**src/rtl/mdu_pkg.sv**
```systemverilog
// mdu_pkg: shared definitions for the iterative multiply/divide unit.
// Holds the op encodings, the FSM state type and the default operand width.
package mdu_pkg;

  localparam int DEFAULT_WIDTH = 32;

  // op[0] selects the operation
  localparam logic OP_MULT = 1'b0;
  localparam logic OP_DIV  = 1'b1;

  // bit position of the unsigned select inside op
  localparam int OP_UNSIGNED = 1;

  typedef enum logic [1:0] {
    IDLE,
    MULT,
    DIV,
    FINISH
  } state_t;

endpackage

```
**src/rtl/mdu_sign_adjust.sv**
```systemverilog
// mdu_sign_adjust: combinational sign handling wrapped around the unsigned
// restoring divider. It produces the operand magnitudes the divider iterates
// on and applies the final fix-up: the quotient is negated when the operand
// signs differ (truncation toward zero) and the remainder takes the sign of
// the dividend. With is_signed low every value passes straight through.
module mdu_sign_adjust
  import mdu_pkg::*;
#(
  parameter int WIDTH = DEFAULT_WIDTH
) (
  input  logic             is_signed,
  input  logic [WIDTH-1:0] a,
  input  logic [WIDTH-1:0] b,
  input  logic [WIDTH-1:0] quot_raw,
  input  logic [WIDTH-1:0] rem_raw,
  output logic [WIDTH-1:0] a_mag,
  output logic [WIDTH-1:0] b_mag,
  output logic [WIDTH-1:0] quot,
  output logic [WIDTH-1:0] rem
);

  logic a_neg;
  logic b_neg;

  // Magnitudes and result fix-up. The most negative value negates onto
  // itself, which is exactly its magnitude read as an unsigned number, so the
  // overflow case (min / -1) wraps back to min without any special handling.
  always_comb begin
    a_neg = is_signed & a[WIDTH-1];
    b_neg = is_signed & b[WIDTH-1];
    a_mag = a_neg ? -a : a;
    b_mag = b_neg ? -b : b;
    quot  = (a_neg ^ b_neg) ? -quot_raw : quot_raw;
    rem   = a_neg ? -rem_raw : rem_raw;
  end

endmodule

```
**src/rtl/mult_div_unit.sv**
```systemverilog
// mult_div_unit: iterative multiply/divide unit feeding the HI/LO registers.
// A single-cycle start pulse launches a radix-2 Booth multiply or a restoring
// divide, each taking WIDTH steps; a single-cycle done pulse (with div_zero
// for a zero divisor) marks the cycle in which hi/lo are valid.
// Optional build macro: MULT_DIV_UNSIGNED_EN enables multu/divu via op[1];
// without it op[1] is ignored and every operation is signed.
module mult_div_unit
  import mdu_pkg::*;
#(
  parameter int WIDTH = DEFAULT_WIDTH
) (
  input  logic             clk,
  input  logic             reset,
  input  logic             start,
  input  logic [1:0]       op,
  input  logic [WIDTH-1:0] a,
  input  logic [WIDTH-1:0] b,
  output logic             busy,
  output logic             done,
  output logic             div_zero,
  output logic [WIDTH-1:0] hi,
  output logic [WIDTH-1:0] lo
);

  localparam int CW = $clog2(WIDTH) + 1;
  localparam int IW = $clog2(WIDTH);
  // Booth partial product carries two guard bits so that P +/- M never
  // overflows, even for the most negative multiplicand or an unsigned one.
  localparam int PW = WIDTH + 2;
  localparam int AW = PW + WIDTH + 1;
  localparam logic [CW-1:0] LAST_STEP = CW'(WIDTH - 1);

  state_t           state;
  logic [CW-1:0]    counter;
  logic [WIDTH-1:0] a_reg;
  logic [WIDTH-1:0] b_reg;
  logic             signed_op;
  logic [AW-1:0]    acc;
  logic [WIDTH-1:0] rem_reg;
  logic [WIDTH-2:0] quot_reg;

  logic             signed_in;
  logic             is_div;

  logic [PW-1:0]    m_ext;
  logic [PW-1:0]    p_cur;
  logic [PW-1:0]    p_sum;
  logic [AW-1:0]    acc_next;
  logic [WIDTH-1:0] mult_hi;

  logic [IW-1:0]    bit_idx;
  logic [WIDTH:0]   partial;
  logic             take;
  logic [WIDTH-1:0] rem_next;
  logic [WIDTH-1:0] quot_next;

  logic [WIDTH-1:0] a_mag;
  logic [WIDTH-1:0] b_mag;
  logic [WIDTH-1:0] quot_fixed;
  logic [WIDTH-1:0] rem_fixed;

`ifdef MULT_DIV_UNSIGNED_EN
  assign signed_in = ~op[OP_UNSIGNED];
`else
  logic unused_op_bit;
  assign signed_in     = 1'b1;
  assign unused_op_bit = op[OP_UNSIGNED];
`endif

  assign is_div = (op[0] == OP_DIV);

  mdu_sign_adjust #(
    .WIDTH(WIDTH)
  ) u_sign_adjust (
    .is_signed(signed_op),
    .a        (a_reg),
    .b        (b_reg),
    .quot_raw (quot_next),
    .rem_raw  (rem_next),
    .a_mag    (a_mag),
    .b_mag    (b_mag),
    .quot     (quot_fixed),
    .rem      (rem_fixed)
  );

  // One Booth step: inspect {q0, q-1}, add or subtract the multiplicand into
  // P, then arithmetic-shift the whole {P, Q, q-1} accumulator right by one.
  // Booth treats the multiplier as signed, so an unsigned multiplier with its
  // top bit set is repaired by adding the multiplicand into the upper half.
  always_comb begin
    m_ext    = signed_op ? {{2{a_reg[WIDTH-1]}}, a_reg} : {2'b00, a_reg};
    p_cur    = acc[AW-1:WIDTH+1];
    case (acc[1:0])
      2'b01:   p_sum = p_cur + m_ext;
      2'b10:   p_sum = p_cur - m_ext;
      default: p_sum = p_cur;
    endcase
    acc_next = {p_sum[PW-1], p_sum, acc[WIDTH:1]};
    mult_hi  = acc_next[2*WIDTH:WIDTH+1];
`ifdef MULT_DIV_UNSIGNED_EN
    if (!signed_op && b_reg[WIDTH-1]) begin
      mult_hi = mult_hi + a_reg;
    end
`endif
  end

  // One restoring-division step: bring down the next dividend magnitude bit
  // (MSB first), subtract the divisor magnitude if it fits and shift the
  // resulting quotient bit in.
  always_comb begin
    bit_idx   = IW'(WIDTH - 1) - counter[IW-1:0];
    partial   = {rem_reg, a_mag[bit_idx]};
    take      = (partial >= {1'b0, b_mag});
    rem_next  = take ? (partial[WIDTH-1:0] - b_mag) : partial[WIDTH-1:0];
    quot_next = {quot_reg, take};
  end

  // Control FSM with registered busy/done/div_zero and the HI/LO results.
  // IDLE and FINISH accept requests; MULT and DIV ignore start until their
  // terminal step, then load hi/lo and enter FINISH for exactly one cycle.
  always_ff @(posedge clk or posedge reset) begin
    if (reset) begin
      state     <= IDLE;
      counter   <= '0;
      a_reg     <= '0;
      b_reg     <= '0;
      signed_op <= 1'b0;
      acc       <= '0;
      rem_reg   <= '0;
      quot_reg  <= '0;
      busy      <= 1'b0;
      done      <= 1'b0;
      div_zero  <= 1'b0;
      hi        <= '0;
      lo        <= '0;
    end else begin
      done     <= 1'b0;
      div_zero <= 1'b0;
      case (state)
        IDLE, FINISH: begin
          busy <= 1'b0;
          if (start) begin
            a_reg     <= a;
            b_reg     <= b;
            signed_op <= signed_in;
            counter   <= '0;
            if (!is_div) begin
              state <= MULT;
              busy  <= 1'b1;
              acc   <= {{PW{1'b0}}, b, 1'b0};
            end else if (b != '0) begin
              state    <= DIV;
              busy     <= 1'b1;
              rem_reg  <= '0;
              quot_reg <= '0;
            end else begin
              state    <= FINISH;
              done     <= 1'b1;
              div_zero <= 1'b1;
            end
          end else begin
            state <= IDLE;
          end
        end
        MULT: begin
          acc <= acc_next;
          if (counter == LAST_STEP) begin
            state <= FINISH;
            busy  <= 1'b0;
            done  <= 1'b1;
            hi    <= mult_hi;
            lo    <= acc_next[WIDTH:1];
          end else begin
            counter <= counter + CW'(1);
          end
        end
        DIV: begin
          rem_reg  <= rem_next;
          quot_reg <= quot_next[WIDTH-2:0];
          if (counter == LAST_STEP) begin
            state <= FINISH;
            busy  <= 1'b0;
            done  <= 1'b1;
            hi    <= rem_fixed;
            lo    <= quot_fixed;
          end else begin
            counter <= counter + CW'(1);
          end
        end
        default: begin
          state <= IDLE;
          busy  <= 1'b0;
        end
      endcase
    end
  end

endmodule
```
**config.mk**
```make
export PLATFORM = sky130hd
export DESIGN_NAME = mult_div_unit
export DESIGN_NICKNAME = d
export VERILOG_FILES = /design/src/rtl/mdu_pkg.sv /design/src/rtl/mdu_sign_adjust.sv /design/src/rtl/mult_div_unit.sv
export SDC_FILE = /design/constraint.sdc
export NUM_CORES = 1
export LEC_CHECK = 0
export ABC_AREA = 0
export BUFFER_PORTS_ARGS = -buffer_cell sky130_fd_sc_hd__buf_2
export CAP_MARGIN = 0
export CORE_MARGIN = 10
export CORE_UTILIZATION = 62
export DETAILED_ROUTE_END_ITERATION = 8
export HOLD_SLACK_MARGIN = 0.12
export PLACE_DENSITY = 0.82
export SKIP_LAST_GASP = 1
export SLEW_MARGIN = 20
export SYNTH_ARGS = -nofsm -noshare
export SYNTH_HDL_FRONTEND = slang
export SYNTH_HIERARCHICAL = 1
export SYNTH_SLANG_ARGS = --single-unit
```
**constraint.sdc**
```tcl
create_clock -name clk -period 10.18 [get_ports clk]
set_clock_uncertainty 0.2 [all_clocks]
set_input_delay 1.018 -clock clk [delete_from_list [all_inputs] [get_ports clk]]
set_output_delay 1.018 -clock clk [all_outputs]
set_load 0.1 [all_outputs]
```
==> results.yml, run 1 <==
routing:
  finalWirelength_um: 58500
  drc: 0
  avgViaCountPerCell: 6.47
  antenna_left: 0
  dr.pass1.iters: 7
  drtIter0Drc: 1998
  wl_per_cell_um: 20.3
  num_vias: 18700
placement:
  gp_congestion: 0.963
  hpwl_um: 42900
  io_buffers: 134
  dp_cells: 2833
floorplan:
  core_mm2: 0.0315
  num_rows: 65
  initial_core_util_pct: 62.5
  num_io_pins: 136
  die_w_um: 198
  dieArea_mm2: 0.0393
  die_h_um: 198
timing:
  tns_ns: 0
  setup_violations: 0
  fin_crit_ns: 9.15
  clock.fmax_mhz: 109
  maxSlewHeadroom_pct: 34.3
  drv_slew: 0
  tightest_slew_ns: 0.986
  hold-worst-slack_ns: 0.273
  grt_setup_unrepaired: "no"
  hold_viol: 0
  finalCritPeriodShare_pct: 89.9
clock_network:
  cts_hold_buf: 0
  clkLatencyLatePin_ns: 0.57
  cts_resized: 0
  postCtsSetupBuffers: 0
  cts_tree: "built"
  clock_path_buffers: 3
  cts.htree.levels: 1
  cts_made_buffers: 30
  clock_sinks: 269
  cts_root_buf: "clkbuf_16"
  path_clk_slew_ns: 0.07
critical_path:
  cp-end-kind: "flip-flop"
  path_delay_family: "simple AND/OR/NAND/NOR gates"
  startpoint_type: "flip-flop"
  critical-path-max-stage-delay_ns: 0.65
  arrival_ns: 9.38
  cp_data_required_time_ns: 10.41
  critPathBufInv: 2
  critical_path_class: "flip-flop to flip-flop"
  critPathSlowestCell: "nor4_1"
  cp_max_fo: 9
layout:
  multiInputGateArea_mm2: 0.0121
  fillers: 2549
  n_antenna_cell: 0
  regMostFlops: "acc"
  final_common_cell: "nand2_1"
  seq_area_mm2: 0.00673
  instances_no_fill: 2887
  finalNetCount: 2608
  drive_gt1_share_pct: 11.0
  largest_reg_flops: 66
  final_cell_mix: "nand2_1 (417), dfrtp_1 (269), nor2_1 (170)"
  final_util_pct: 68.8
  area.growth.synth_to_final_pct: 9.98
logic_synthesis:
  synth_top_family_by_area: "simple AND/OR/NAND/NOR gates"
  synthMuxAreaShare_pct: 6.48
  yosys.area_share.adder_pct: 4.91
  synthDistinctLibCells: 89
  netlist_instances: 2416
  synth-async-reset-ratio_pct: 100
  ys_ff_latch: 269
  seq_area_frac_synth_pct: 34.2
  synth_area_mm2: 0.0197
  synth_edf_count: 0
  synth-simple-area-share_pct: 22.0
  synth_compound_area_share_pct: 19.6
  ys.warnings.count: 6
  synth.avg_cell_area_um2: 8.15
  synthFlopType: "dfrtp_1"
  synthXorXnorAreaFrac_pct: 8.19
  syn-num-nets: 2561
global_route:
  antenna_found_initial: 0
  gr-total-overflow: 0
  grt_pass1_wl_um: 93900
  grt_max_degree: 173
  grt_use_total_pct: 29.1
  grt_pass1_vias: 17400
outcome:
  status: "finished clean"
hold_path:
  hp-class: "flip-flop to flip-flop"
run:
  maxCapViolations: 0
[kinds of logic after synthesis]
| kind of cell | count (synthesis) |
|---|---|
| AOI/OAI and AO/OA | 608 |
| xor gates and xnor gates | 184 |
| adders and majority gates | 76 |
| buffers and inverters | 234 |
| DFF | 269 |
| muxes | 113 |
| and+or+nand+nor | 932 |
[synthesized netlist by cell type (all sizes together), types with 24 or more instances]
| library cell | count | area share, % |
|---|---|---|
| xnor2 | 106 | 4.7 |
| a21oi | 167 | 4.2 |
| clkbuf | 117 | 2.2 |
| a21o | 36 | 1.4 |
| o21ai | 171 | 4.3 |
| xor2 | 78 | 3.5 |
| dfrtp | 269 | 34 |
| a31oi | 54 | 1.7 |
| inv | 93 | 1.8 |
| a22o | 26 | 1.2 |
| o31ai | 24 | 0.94 |
| or4 | 30 | 1.3 |
| nand2 | 420 | 8.0 |
| ha | 74 | 4.7 |
| or3 | 28 | 0.89 |
| nor4 | 27 | 0.97 |
| and3 | 37 | 1.2 |
| nor2 | 171 | 3.3 |
| mux2i | 88 | 4.5 |
| nand3 | 66 | 1.7 |
| nor3 | 64 | 1.6 |
[per-stage QoR]
step / setup slack (ns) / instance area, µm²
after CTS: 1.24 / 21600
after detailed placement: 1.25 / 20600
after global routing: 0.584 / 21700
after floorplan: 1.55 / 19700
final: 1.03 / 21700
after global placement: 1.54 / 20600
[per-layer routing]
metal	vias to the layer above	track usage (%)	part of all wire, %
met2	857	43.8	44
met1	9010	41.9	44
li1	8706	-	-
met3	96	6.04	9.7
met5	-	0	0
met4	0	6.89	2.1
[cell type report]
| cell class | count | share of cell area, % |
|---|---|---|
| Clock buffer | 41 | 3.80 |
| Clock inverter | 13 | 1.16 |
| Inverter | 95 | 1.68 |
| Multi-Input combinational cell | 1913 | 56.1 |
| Sequential cell | 269 | 31.1 |
| Tap cell | 402 | 2.32 |
| Timing Repair Buffer | 154 | 3.85 |
[final timing paths]
| check | depth (start not counted) | slack, ns | startpoint | endpoint |
|---|---|---|---|---|
| hold / removal | 2 | 0.27 | hi[4] | hi[4] |
| min in group asynchronous | 2 | 0.37 | reset | div_zero |
| setup / recovery | 27 | 1.03 | a_reg[0] | hi[29] |
| setup reg to reg | 27 | 1.03 | a_reg[0] | hi[29] |
| max in group asynchronous | 3 | 7.99 | reset | hi[27] |
| hold reg to reg | 2 | 0.27 | hi[4] | hi[4] |
[tightest hold or removal path, delay by kind of cell, from the launching register on]
family / cells / cell delay (ns)
simple gates: 1 / 0.04
flops: 1 / 0.34
compound gates: 1 / 0.05
Power of run 1 is not shown: default switching activity piles up to over one toggle a cycle in this logic, so the estimate is an artifact.
==> inputs of run 2 (changes only) <==
- PLACE_DENSITY: 0.82 -> default
- PLACE_DENSITY_LB_ADDON: default -> 0.05
==> results.yml, run 2 (synthesized netlist as in run 1, its figures left out) <==
outcome:
  status: "finished clean"
layout:
  largest_reg_flops: 66
  final_cell_mix: "nand2_1 (418), dfrtp_1 (269), nor2_1 (169), o21ai_0 (169), a21oi_1 (166)"
  finalNetCount: 2613
  final_common_cell: "nand2_1"
  final_util_pct: 69.1
  area.growth.synth_to_final_pct: 10.4
  regMostFlops: "acc"
  drive_gt1_share_pct: 11.6
routing:
  finalWirelength_um: 59400
  dr.pass1.iters: 5
  antenna_left: 0
  wl_per_cell_um: 20.5
  avgViaCountPerCell: 6.34
  drtIter0Drc: 1703
  drc: 0
  num_vias: 18400
critical_path:
  r2r-end: "hi[28]"
  critPathSlowestCell: "o21ai_0"
  cp_max_fo: 9
  critical_path_class: "flip-flop to flip-flop"
  path_delay_family: "compound AO/OA/AOI/OAI gates"
  timing.rr.start: "a_reg[0]"
  rr_worst_depth: 27
  cp_common_cell: "o21ai_0"
  cp-end-kind: "flip-flop"
  r2r_slack_ns: 0.97
  critical-path-max-stage-delay_ns: 0.63
  cp_data_required_time_ns: 10.43
  startpoint_type: "flip-flop"
  arrival_ns: 9.45
  critPathBufInv: 2
timing:
  maxSlewHeadroom_pct: 31.9
  clock.fmax_mhz: 109
  drv_slew: 0
  tightest_slew_ns: 1.01
  finalCritPeriodShare_pct: 90.4
  grt_setup_unrepaired: "no"
  setup_ws_ns: 0.973
  hold_viol: 0
  tns_ns: 0
  setup_violations: 0
  fin_crit_ns: 9.21
clock_network:
  cts.htree.levels: 1
  cts_tree: "built"
  path_clk_slew_ns: 0.07
  clock_sinks: 269
  cts_hold_buf: 0
  postCtsSetupBuffers: 0
  cts_made_buffers: 30
  cts_resized: 0
  cts_root_buf: "clkbuf_16"
  clkLatencyLatePin_ns: 0.59
  clock_path_buffers: 3
floorplan:
  die_w_um: 198
  die_h_um: 198
  dieArea_mm2: 0.0393
  num_io_pins: 136
  num_rows: 65
  core_mm2: 0.0315
  initial_core_util_pct: 62.5
hold_path:
  hold_start: "hi[4]"
  holdPathStages: 2
  hp-class: "flip-flop to flip-flop"
  hold_end: "hi[4]"
placement:
  gp_congestion: 0.970
  hpwl_um: 43400
  place_ws_ns: 1.12
  io_buffers: 134
run:
  maxCapViolations: 0
global_route:
  grt_pass1_wl_um: 92600
  antenna_found_initial: 4
  grt_use_total_pct: 29.2
  gr-total-overflow: 0
  grt_pass1_vias: 16800
  grt_max_degree: 137
## run 2: metrics by stage
step                      hold slack, ns  area [µm²]  instances
after floorplan                    0.249       19700       2416
after CTS                          0.279       21700       2894
after detailed placement           0.265       20600       2838
final                              0.274       21700       2895
after global routing               0.304       21700       2894
after global placement             0.258       20600       2838
## run 2: worst max-delay path by stage
stage / start / end / depth (start not counted)
2_1_floorplan: reset / a_reg[0] / 1
3_3_place_gp: a_reg[0] / hi[28] / 27
3_5_place_dp: a_reg[0] / hi[28] / 27
4_1_cts: a_reg[0] / hi[28] / 27
5_1_grt: a_reg[0] / hi[29] / 27
6_report: a_reg[0] / hi[28] / 27
## run 2: final cells by class
class,count,area (µm²)
diodes,1,2.50
clock buffers,34,806
clock inverters,22,343
fillers,2581,9740
inverters,95,364
multi-input cells,1913,12100
flip-flops and latches,269,6730
well taps,402,503
repair buffers,159,858
## run 2: layer usage
| layer | global-route usage (%) | vias up | share of wire, % |
|---|---|---|---|
| li1 | - | 8707 | - |
| met2 | 42.9 | 704 | 44 |
| met1 | 43.3 | 8856 | 46 |
| met3 | 6.03 | 90 | 8.4 |
| met4 | 6.12 | 6 | 2.0 |
| met5 | 0 | - | 0.074 |
## run 2: worst register-to-register path, delay by kind of cell (launching register included)
family | cells | cell delay [ns]
buf+inv | 2 | 0.16
fa+ha+maj | 3 | 0.89
xor+xnor | 3 | 0.42
mux | 3 | 1.51
simple gates | 5 | 2.32
compound gates | 11 | 3.05
flops | 1 | 0.49
Power of run 2 is left out for the same reason.
==> inputs of run 3 (changes only) <==
- CORE_UTILIZATION: 62 -> 45
==> results.yml, run 3 (synthesized netlist as in run 1, its figures left out) <==
hold_path:
  holdPathStages: 2
  hold_end: "hi[7]"
  hp-class: "flip-flop to flip-flop"
  hold_start: "hi[7]"
run:
  maxCapViolations: 0
timing:
  setup_violations: 0
  tightest_slew_ns: 1.10
  tns_ns: 0
  hold_viol: 0
  finalCritPeriodShare_pct: 90.0
  clock.fmax_mhz: 109
  drv_slew: 0
  fin_crit_ns: 9.16
  grt_setup_unrepaired: "no"
  maxSlewHeadroom_pct: 25.9
placement:
  io_buffers: 134
  hpwl_um: 46800
  gp_congestion: 0.908
routing:
  met1_length_um: 30000
  antenna_left: 0
  wl_met2_um: 27000
  drc: 0
  dr.pass1.iters: 5
  num_vias: 18000
  drtIter0Drc: 1296
  highest-signal-layer: "met5"
  wl_per_cell_um: 20.5
  route.met3.wl_um: 4610
  finalWirelength_um: 63000
  avgViaCountPerCell: 5.86
floorplan:
  dieArea_mm2: 0.0525
  die_w_um: 229
  initial_core_util_pct: 45.6
  num_rows: 76
  die_h_um: 229
  num_io_pins: 136
  core_mm2: 0.0432
global_route:
  grt_pass1_wl_um: 98800
  grt_use_total_pct: 23.3
  grt_max_degree: 153
  antenna_found_initial: 4
  grt_pass1_vias: 16800
  gr-total-overflow: 0
critical_path:
  r2r_slack_ns: 1.02
  cp_max_fo: 9
  rr_worst_depth: 27
  r2r-end: "hi[29]"
  cp_data_required_time_ns: 10.38
  critical_path_class: "flip-flop to flip-flop"
  cp-end-kind: "flip-flop"
  arrival_ns: 9.36
  timing.rr.start: "a_reg[0]"
  startpoint_type: "flip-flop"
clock_network:
  cts_hold_buf: 0
  cts_made_buffers: 35
  cts_root_buf: "clkbuf_16"
  clkLatencyLatePin_ns: 0.55
  cts.htree.levels: 2
  path_clk_slew_ns: 0.06
  cts_resized: 0
  cts_tree: "built"
  clock_sinks: 269
  clock_path_buffers: 3
  postCtsSetupBuffers: 0
layout:
  largest_reg_flops: 66
  finalNetCount: 2618
  area.growth.synth_to_final_pct: 11.7
  final_cell_mix: "nand2_1 (418), dfrtp_1 (269), nor2_1 (170)"
  final_common_cell: "nand2_1"
  fillers: 4233
  seq_area_mm2: 0.00673
  drive_gt1_share_pct: 11.3
  regMostFlops: "acc"
  multiInputGateArea_mm2: 0.0121
outcome:
  status: "finished clean"
-- run 3: changes by cell type in the layout (fill, tap and decap cells not counted), moves of 2 or more --
cell        before  now
bufinv_16        8    6
clkbuf_1         0    8
clkinv_2         6    3
clkinvlp_4       4    2
clkbuf_16       30   35
-- run 3: how the worst max path moves through the flow --
stage	from	to	slack (ns)	depth (start not counted)
after floorplan	reset	a_reg[0]	1.55	1
after global placement	a_reg[0]	hi[29]	1.30	26
after detailed placement	a_reg[0]	hi[29]	1.20	26
after CTS	a_reg[0]	hi[29]	1.15	26
after global routing	a_reg[0]	hi[29]	0.59	27
final	a_reg[0]	hi[29]	1.02	27
-- run 3: stage by stage --
| stage | hold slack (ns) | utilization [%] | instance area, µm² | instances | setup WS, ns |
|---|---|---|---|---|---|
| finish | 0.274 | 51.0 | 22000 | 3081 | 1.02 |
| global route | 0.303 | 50.9 | 22000 | 3080 | 0.587 |
| CTS | 0.279 | 50.9 | 22000 | 3080 | 1.15 |
| detailed placement | 0.266 | 48.2 | 20800 | 3021 | 1.20 |
| global placement | 0.260 | 48.2 | 20800 | 3021 | 1.30 |
| floorplan | 0.249 | - | 19700 | 2416 | 1.55 |
-- run 3: final cells by class --
class / instances / share of cell area [%]
diodes: 1 / 0.0114
clock buffers: 46 / 4.31
clock inverters: 13 / 1.04
inverters: 95 / 1.68
multi-input cells: 1913 / 55.1
flip-flops and latches: 269 / 30.6
well taps: 585 / 3.33
repair buffers: 159 / 3.90
-- run 3: metal layers --
metal	global-route usage, %	vias to the layer above
met3	4.98	76
li1	-	8743
met2	34.2	489
met5	0	-
met4	6.10	4
met1	33.9	8730
-- run 3: worst max-delay path: stages (launching register included) --
cell       delay, ns
dfrtp_1         0.47
inv_1           0.10
ha_1            0.19
or4b_1          0.52
nand4bb_1       0.44
o41ai_1         0.50
xnor2_1         0.12
mux4_2          0.49
mux4_2          0.50
mux2i_1         0.60
ha_1            0.29
inv_1           0.06
fa_1            0.40
a21o_1          0.22
a22o_1          0.22
a211o_1         0.30
o21ai_0         0.54
a21oi_1         0.21
nor3_1          0.15
nand3b_1        0.18
nand2_1         0.12
or4_1           0.59
nor4_1          0.69
a41oi_1         0.22
xor2_1          0.20
or3_1           0.35
o21ai_0         0.08
a31oi_1         0.05
Power of run 3 is left out for the same reason.
